<file path="src/rtl/div_unit_pkg.sv">
// Shared encodings and bus widths for the multi-cycle divider.
package div_unit_pkg;

    typedef enum logic [1:0] {
        DivFree   = 2'b00,
        DivByZero = 2'b01,
        DivOn     = 2'b10,
        DivEnd    = 2'b11
    } div_state_e;

    localparam logic DivResultReady    = 1'b1;
    localparam logic DivResultNotReady = 1'b0;
    localparam logic DivStart          = 1'b1;
    localparam logic DivStop           = 1'b0;
    localparam int   DoubleRegBus      = 64;

endpackage

</file>
<file path="src/rtl/div_unit.sv">
// Multi-cycle restoring divider producing {remainder, quotient} for DIV/DIVU.
// Optional DIV_EARLY_OUT_EN finishes in two edges when |dividend| < |divisor|.
module div_unit
    import div_unit_pkg::*;
#(
    parameter int WIDTH = DoubleRegBus / 2
) (
    input  logic                 clk,
    input  logic                 rst,
    input  logic                 signed_div_i,
    input  logic [WIDTH-1:0]     opdata1_i,
    input  logic [WIDTH-1:0]     opdata2_i,
    input  logic                 start_i,
    input  logic                 annul_i,
    output logic [2*WIDTH-1:0]   result_o,
    output logic                 ready_o
);

    localparam int CW = $clog2(WIDTH) + 1;

    div_state_e       state;
    logic [CW-1:0]    count;
    logic [WIDTH-1:0] quo_q;
    logic [WIDTH-1:0] rem_q;
    logic [WIDTH-1:0] divisor_q;
    logic             signed_q;
    logic             sign1_q;
    logic             sign2_q;

    logic [WIDTH-1:0] mag1;
    logic [WIDTH-1:0] mag2;
    logic [WIDTH:0]   rem_shift;
    logic [WIDTH:0]   diff;
    logic [WIDTH-1:0] next_quo;
    logic [WIDTH-1:0] next_rem;
    logic [WIDTH-1:0] fix_quo;
    logic [WIDTH-1:0] fix_rem;
    logic             early;

    assign mag1 = (signed_div_i && opdata1_i[WIDTH-1]) ? -opdata1_i : opdata1_i;
    assign mag2 = (signed_div_i && opdata2_i[WIDTH-1]) ? -opdata2_i : opdata2_i;

    // quo_q starts as the dividend magnitude and shifts quotient bits in from the right.
    assign rem_shift = {rem_q, quo_q[WIDTH-1]};
    assign diff      = rem_shift - {1'b0, divisor_q};
    assign next_quo  = {quo_q[WIDTH-2:0], ~diff[WIDTH]};
    assign next_rem  = diff[WIDTH] ? rem_shift[WIDTH-1:0] : diff[WIDTH-1:0];
    assign fix_quo   = (signed_q && (sign1_q ^ sign2_q)) ? -next_quo : next_quo;
    assign fix_rem   = (signed_q && sign1_q) ? -next_rem : next_rem;

`ifdef DIV_EARLY_OUT_EN
    assign early = (mag1 < mag2);
`else
    assign early = 1'b0;
`endif

    always_ff @(posedge clk or negedge rst) begin
        if (!rst) begin
            state     <= DivFree;
            count     <= '0;
            quo_q     <= '0;
            rem_q     <= '0;
            divisor_q <= '0;
            signed_q  <= 1'b0;
            sign1_q   <= 1'b0;
            sign2_q   <= 1'b0;
            ready_o   <= DivResultNotReady;
            result_o  <= '0;
        end else begin
            case (state)
                DivFree: begin
                    ready_o  <= DivResultNotReady;
                    result_o <= '0;
                    if (start_i == DivStart && !annul_i) begin
                        signed_q <= signed_div_i;
                        if (opdata2_i == '0) begin
                            rem_q <= '0;
                            quo_q <= '0;
                            state <= DivByZero;
                        end else if (early) begin
                            // Early-out reuses the one-cycle BYZERO hop to keep two-edge latency.
                            rem_q <= opdata1_i;
                            quo_q <= '0;
                            state <= DivByZero;
                        end else begin
                            quo_q     <= mag1;
                            divisor_q <= mag2;
                            rem_q     <= '0;
                            sign1_q   <= opdata1_i[WIDTH-1];
                            sign2_q   <= opdata2_i[WIDTH-1];
                            count     <= '0;
                            state     <= DivOn;
                        end
                    end
                end
                DivByZero: begin
                    if (annul_i) begin
                        state <= DivFree;
                    end else begin
                        state    <= DivEnd;
                        ready_o  <= DivResultReady;
                        result_o <= {rem_q, quo_q};
                    end
                end
                DivOn: begin
                    if (annul_i) begin
                        state <= DivFree;
                        count <= '0;
                    end else begin
                        count <= count + CW'(1);
                        quo_q <= next_quo;
                        rem_q <= next_rem;
                        if (count == CW'(WIDTH - 1)) begin
                            state    <= DivEnd;
                            ready_o  <= DivResultReady;
                            result_o <= {fix_rem, fix_quo};
                        end
                    end
                end
                DivEnd: begin
                    if (annul_i || start_i == DivStop) begin
                        state    <= DivFree;
                        ready_o  <= DivResultNotReady;
                        result_o <= '0;
                    end
                end
                default: state <= DivFree;
            endcase
        end
    end

endmodule
</file>
<file path="config.mk">
export PLATFORM = sky130hd
export DESIGN_NAME = div_unit
export DESIGN_NICKNAME = d
export VERILOG_FILES = /design/src/rtl/div_unit_pkg.sv /design/src/rtl/div_unit.sv
export SDC_FILE = /design/constraint.sdc
export NUM_CORES = 1
export LEC_CHECK = 0
export CAP_MARGIN = 20
export CORE_MARGIN = 4
export CORE_UTILIZATION = 48
export CTS_CLUSTER_SIZE = 14
export DETAILED_ROUTE_END_ITERATION = 10
export PLACE_DENSITY_LB_ADDON = 0.05
export SLEW_MARGIN = 5
export SYNTH_ARGS = -nofsm -noshare
export SYNTH_HDL_FRONTEND = slang
export SYNTH_SLANG_ARGS = --single-unit
export TNS_END_PERCENT = 20
</file>
<file path="constraint.sdc">
create_clock -name clk -period 7.39 [get_ports clk]
set_input_delay 1.1085 -clock clk [delete_from_list [all_inputs] [get_ports clk]]
set_output_delay 1.1085 -clock clk [all_outputs]
set_load 0.02 [all_outputs]
</file>
---- After elaboration in Yosys (flattened, before gate mapping) ----
Cells that the tools add are included.
storage, ports and cells
  input port bits ......................... 69
  register bits after elaboration ......... 172
  output and inout bits ................... 65
  bits in read-only memories .............. 0
  logic and storage cells ................. 80
  latch bits .............................. 0
  memory bits (writable) .................. 0
  memories ................................ 0
cells by class
  bitwise logic cells ..................... 4
  multipliers ............................. 0
  shifts and indexed selects .............. 0
  equality and inequality tests ........... 11
  order comparisons ....................... 0
  divide/modulo/power cells ............... 0
  add/sub/neg operators ................... 6
  multiplexer cells ....................... 33
  reductions and logical operators ........ 16
operator list
  kind                                                             count
  32-bit two-way mux                                               10
  64-bit two-way mux                                               4
  64-bit one-hot mux with 4 select lines                           1
  32-bit negator                                                   4
  32-bit one-hot mux with 2 select lines                           2
  33-bit by 32-bit subtractor with 33-bit output                   1
  32-bit zero test                                                 1
  6-bit two-way mux                                                3
  2-bit two-way mux                                                6
  2-bit != test, second input constant                             6
  6-bit one-hot mux with 2 select lines                            1
  3-bit AND reduction                                              4
  2-bit one-hot mux with 4 select lines                            1
  6-bit by 1-bit adder with 6-bit output, second input constant    1
  6-bit by 5-bit == test with 1-bit output, second input constant  1
  1-bit logical AND                                                5
  2-bit == test, second input constant                             2
  1-bit two-way mux                                                4
  1-bit one-hot mux with 4 select lines                            1
  4-bit AND reduction                                              1
  3-bit != test, second input constant                             1
  1-bit NOT                                                        3
  2-bit by 1-bit == test with 1-bit output, second input constant  1
  2-bit zero test                                                  1
  5 further kinds                                                  5

---- Longest topological paths before layout ----
  word-level depth ........................ 7
  gate-level depth with buffers ........... 25
  mapped depth without buffers ............ 22

---- Worst setup path after synthesis ----
OpenSTA, ideal clock, no wires.
  path type ............................... register -> register
  from .................................... reg quo_q[31]
  to ...................................... reg result_o[62]
  arrival ................................. 4819 ps
  data required time ...................... 7252 ps
  cell stages (with the launch flop) ...... 25
  period minus slack after synthesis ...... 4957 ps
  path slack .............................. 2433 ps
  path buffers ............................ 3
  setup time .............................. 138 ps
  cell sequence ........................... dfrtp_1 > inv_1 > ha_1 > inv_1 > fa_1 > a211oi_2 > o211a_1 > nor2_1 > o211a_1 > o211a_1 > inv_2 > buf_2 > buf_2 > buf_2 > o21ai_0 > inv_1 > ha_1 > nand3_1 > or4_1 > or2_1 > o41ai_2 > and4_1 > a31o_1 > xnor2_1 > o22ai_1
on the way
  longest elaborated chain between the ends .. 7
ends and longest elaborated chain
  item                                            line             RTL
  start, declared                                 div_unit.sv:23   logic [WIDTH-1:0] quo_q;
  start signal, assigned                          div_unit.sv:86   quo_q <= mag1;
  start signal, assigned                          div_unit.sv:111  quo_q <= next_quo;
  33-bit by 32-bit subtractor with 33-bit output  div_unit.sv:45   assign diff = rem_shift - {1'b0, divisor_q};
  32-bit two-way mux (*)                          div_unit.sv:47   assign next_rem = diff[WIDTH] ? rem_shift[WIDTH-1:0] : diff[WIDTH-1:0];
  32-bit negator                                  div_unit.sv:49   assign fix_rem = (signed_q && sign1_q) ? -next_rem : next_rem;
  32-bit two-way mux (*)                          div_unit.sv:49
  64-bit two-way mux (*)                          div_unit.sv:113  if (count == CW'(WIDTH - 1)) begin
  64-bit two-way mux (*)                          div_unit.sv:106  if (annul_i) begin
  64-bit one-hot mux with 4 select lines (*)      div_unit.sv:70   case (state)
  end signal, assigned                            div_unit.sv:102  result_o <= {rem_q, quo_q};
  end signal, assigned                            div_unit.sv:116  result_o <= {fix_rem, fix_quo};
  end, declared                                   div_unit.sv:15   output logic [2*WIDTH-1:0] result_o,
Mark *: on every way between the ends. The rest lies on a longest branch, timed or not. The select of a mux whose other input is x is not followed.
A chain may end at the register's enable or synchronous reset.

---- Final worst setup path ----
Same ends and word-level chain as after synthesis.

==> run summary <==
Outcome -> finished, final reports clean
Net Sw Power -> 3.854 mW
Synth Register Bits -> 172
Worst Hold Path EP -> result_o[28]$_DFFE_PN0P_
CP Capture Type -> flip-flop
Mapped Cells -> 1615
Finished Layout Cells -> 2020
Mapped cell area -> 12810 µm²
Max Slew Vio Count -> 0
P_leak -> 6.100 nW
Comb power frac -> 64.5%
Worst path slowest cell -> o41ai_2
Total CTS buffers -> 17
Share of layout cells above drive strength 1 -> 4.926%
H-tree levels -> 4
Die Span Y -> 171.4 µm
Area growth, synth to finish -> 15.74%
CP max FO -> 42
Remaining Overflow, GRT -> 0
Critical Setup Path Class -> flip-flop to flip-flop
DRT Wirelength -> 38.35 mm
Sequential Power Share -> 23.0%
Hold WC Path Type -> flip-flop to flip-flop
Async SR Flop Fraction -> 100.0%
Fin crit share -> 77.11%
GRT Overall Usage -> 25.76%
Final setup viols -> 0
CP required -> 7.70 ns
Clk root buf -> clkbuf_16
Unrepaired setup endpoints after global routing -> false
CTS Hold Bufs -> 0
Clk_skew -> 0.01592 ns
Worst hold stages -> 2
Clock sink total -> 172
Core Rows -> 59
Sw frac -> 51.85%
TritonCTS clock tree -> yes
Syn avg cell area -> 7.932 µm²
Post-synth EDFFs -> 0
Slew HR -> 28.11%
HPWL Detailed -> 28.54 mm
Clock network power share -> 12.5%
Vias post-DR -> 12110
Global-route wire length before repair -> 61.30 mm
Pin count of the biggest net entering global routing -> 99
Max-Cap Viols -> 0
Max clock buf depth -> 2
Worst VDD drop -> 363.0 µV
Final ANT Viol Nets -> 0
TritonRoute pass-1 iters -> 5
Setup TNS Final -> 0 ns
Antenna cells -> 0
Final core occ -> 56.73%
Reg2reg start -> quo_q[31]$_DFFE_PN0P_
Vias in the first global route -> 11220
Post-synth top area cell -> dfrtp_1
Initial antenna violation count -> 0
Synth Warn # -> 0
Post-CTS repair timing setup buffer count -> 0
DRC viols -> 0
Hold Vio Cnt, Final -> 0
PD cells -> 501.4 nW/µm²
Unique masters post-synth -> 81
PnR worst setup slack -> 1.691 ns
Int Power -> 3.580 mW
Initial Util -> 49.02%
Top-area cell type share of the netlist area -> 33.60%
Slew @ Worst Pin -> 1.065 ns
CP Launch Type -> flip-flop
Min-delay src -> result_o[28]$_DFFE_PN0P_
I/O Buffers -> 133
Vias per std cell -> 5.994
1st-iter DRT viols -> 1007
Cells after DPL -> 1988
Reg2reg end -> result_o[62]$_DFFE_PN0P_
Post-synth net total -> 1727
Minimum clock period -> 5.699 ns
Final #Nets -> 1784
Flop-to-flop setup slack -> 1.69 ns
Core Footprint -> 26130 µm²
DR WL/cell -> 18.99 µm
Clock transition at the registers of the reported paths -> 0.08 ns
CTS resizes -> 0
DP Worst Slack -> 1.764 ns
CP peak stage delay -> 0.59 ns
Area contributors post-synth -> dfrtp_1 34%, o21ai_0 6.7%, a21oi_1 6.0%
Register area share after synthesis -> 33.60%
Sequence of cells on the critical path -> inv_1, ha_1, inv_1, fa_1, a211oi_2, o211a_1, nor2_1, o211a_1, o211a_2, inv_2, mux2i_1, ha_1, nand3_1, or4_1, or2_1, o41ai_2, and4_1, a31o_1, xnor2_1, o22ai_1
Peak Freq -> 0.1755 GHz
Cells on worst reg2reg path -> 20
Clock Latency Late Sink -> 0.43 ns
CP Data Arrival Time -> 6.01 ns
Die Width -> 171.4 µm
Ys flop type -> dfrtp_1
IO Pins -> 134
Routability Congestion -> 0.9726
Die ar. -> 29360 µm²
## critical path: cells and delay by family (launching register included)
kind / cells / cell delay [ns]
xor+xnor: 1 / 0.12
buf+inv: 3 / 0.68
flops: 1 / 0.44
mux: 1 / 0.35
compound gates: 7 / 1.88
fa+ha+maj: 3 / 0.88
simple gates: 5 / 1.20
## logic make-up after synthesis
| logic type | count (synthesis) | share of synthesized area, % |
|---|---|---|
| compound gates | 537 | 25.86 |
| simple gates | 534 | 19.58 |
| flops | 172 | 33.60 |
| buf+inv | 164 | 5.108 |
| xor+xnor | 137 | 9.367 |
| fa+ha+maj | 43 | 4.259 |
| mux | 28 | 2.217 |
## cells in the mapped netlist (all sizes together), types with 14 or more instances
master / number
clkbuf: 73
o22ai: 25
buf: 35
nand2b: 14
nor3: 70
ha: 42
xor2: 59
o21ai: 178
or3: 15
dfrtp: 172
a22oi: 40
xnor2: 78
a21oi: 159
o31ai: 25
inv: 56
nand3: 23
nand2: 197
nor4: 22
mux2i: 25
nor2: 120
## cell usage in the layout, fill, tap and decap left out, types with 5 or more instances in the layout
cell and n:
nand4_1 13, o41ai_1 8, and3_1 8, and2_1 8, a221o_1 5, a21o_1 11, inv_1 54, ha_1 41
o31a_1 6, and4_1 6, o21ai_0 170, a211oi_1 12, o21ai_1 7, or3_1 14, nor4_1 20, nand3_1 23
or4_1 12, clkdlybuf4s50_1 132, a31oi_1 8, o22ai_1 25, nor3_1 70, a22oi_1 40, buf_4 13, o211ai_1 10
nand2_1 196, xnor2_1 78, nor2b_1 5, nor2_1 120, xor2_1 59, nand2b_1 12, o31ai_1 24, dfrtp_1 172
a21oi_2 5, mux2i_1 25, clkbuf_16 17, a21oi_1 153
## per-layer routing
metal  part of all wire, %  vias to the layer above  track usage [%]  wire length [µm]
met5                     0                        -                0                 0
met4                   1.2                        0            5.305               477
met3                   5.9                       35            3.838              2271
met2                    43                      379            37.63             16420
met1                    50                     5759            40.43             19180
li1                      -                     5935                -                 -
## power groups by stage
stage	logic [mW]	clock network (mW)	registers, mW
after detailed placement	4.72	0	1.72
after global placement	4.70	0	1.70
after CTS	4.74	0.942	1.70
after floorplan	3.42	0	1.70
final	4.79	0.928	1.71
after global routing	5.29	0.988	1.76
## through the flow
| step | power, mW | hold WS (ns) | instance area, µm² |
|---|---|---|---|
| 2_1_floorplan | 5.112 | 0.4498 | 12810 |
| 5_1_grt | 8.036 | 0.5008 | 14830 |
| 6_report | 7.434 | 0.4796 | 14830 |
| 3_5_place_dp | 6.442 | 0.4704 | 14230 |
| 3_3_place_gp | 6.406 | 0.4612 | 14230 |
| 4_1_cts | 7.384 | 0.4870 | 14830 |
## layout make-up
cell class,instances,area (µm²)
clock inverter,15,172.7
inverter,56,210.2
timing repair buffer,146,1430
multi-input combinational,1279,7864
fill,2477,11310
sequential,172,4304
tap,335,419.2
clock buffer,17,425.4
## state kept, by name, indices dropped and copies added, names as in the netlist
name       flops
state          2
count          6
sign1_q        1
sign2_q        1
divisor_q     32
result_o      64
ready_o        1
quo_q         32
rem_q         32
signed_q       1
## worst max path at each step
stage | from | to | slack (ns)
5_1_grt | rem_q[22]$_DFFE_PN0P_ | result_o[62]$_DFFE_PN0P_ | 1.32
3_5_place_dp | quo_q[31]$_DFFE_PN0P_ | result_o[62]$_DFFE_PN0P_ | 1.76
4_1_cts | quo_q[31]$_DFFE_PN0P_ | result_o[62]$_DFFE_PN0P_ | 1.74
6_report | quo_q[31]$_DFFE_PN0P_ | result_o[62]$_DFFE_PN0P_ | 1.69
2_1_floorplan | quo_q[31]$_DFFE_PN0P_ | result_o[62]$_DFFE_PN0P_ | 2.43
3_3_place_gp | quo_q[31]$_DFFE_PN0P_ | result_o[62]$_DFFE_PN0P_ | 1.88
Power figures use the tool's default switching activity.
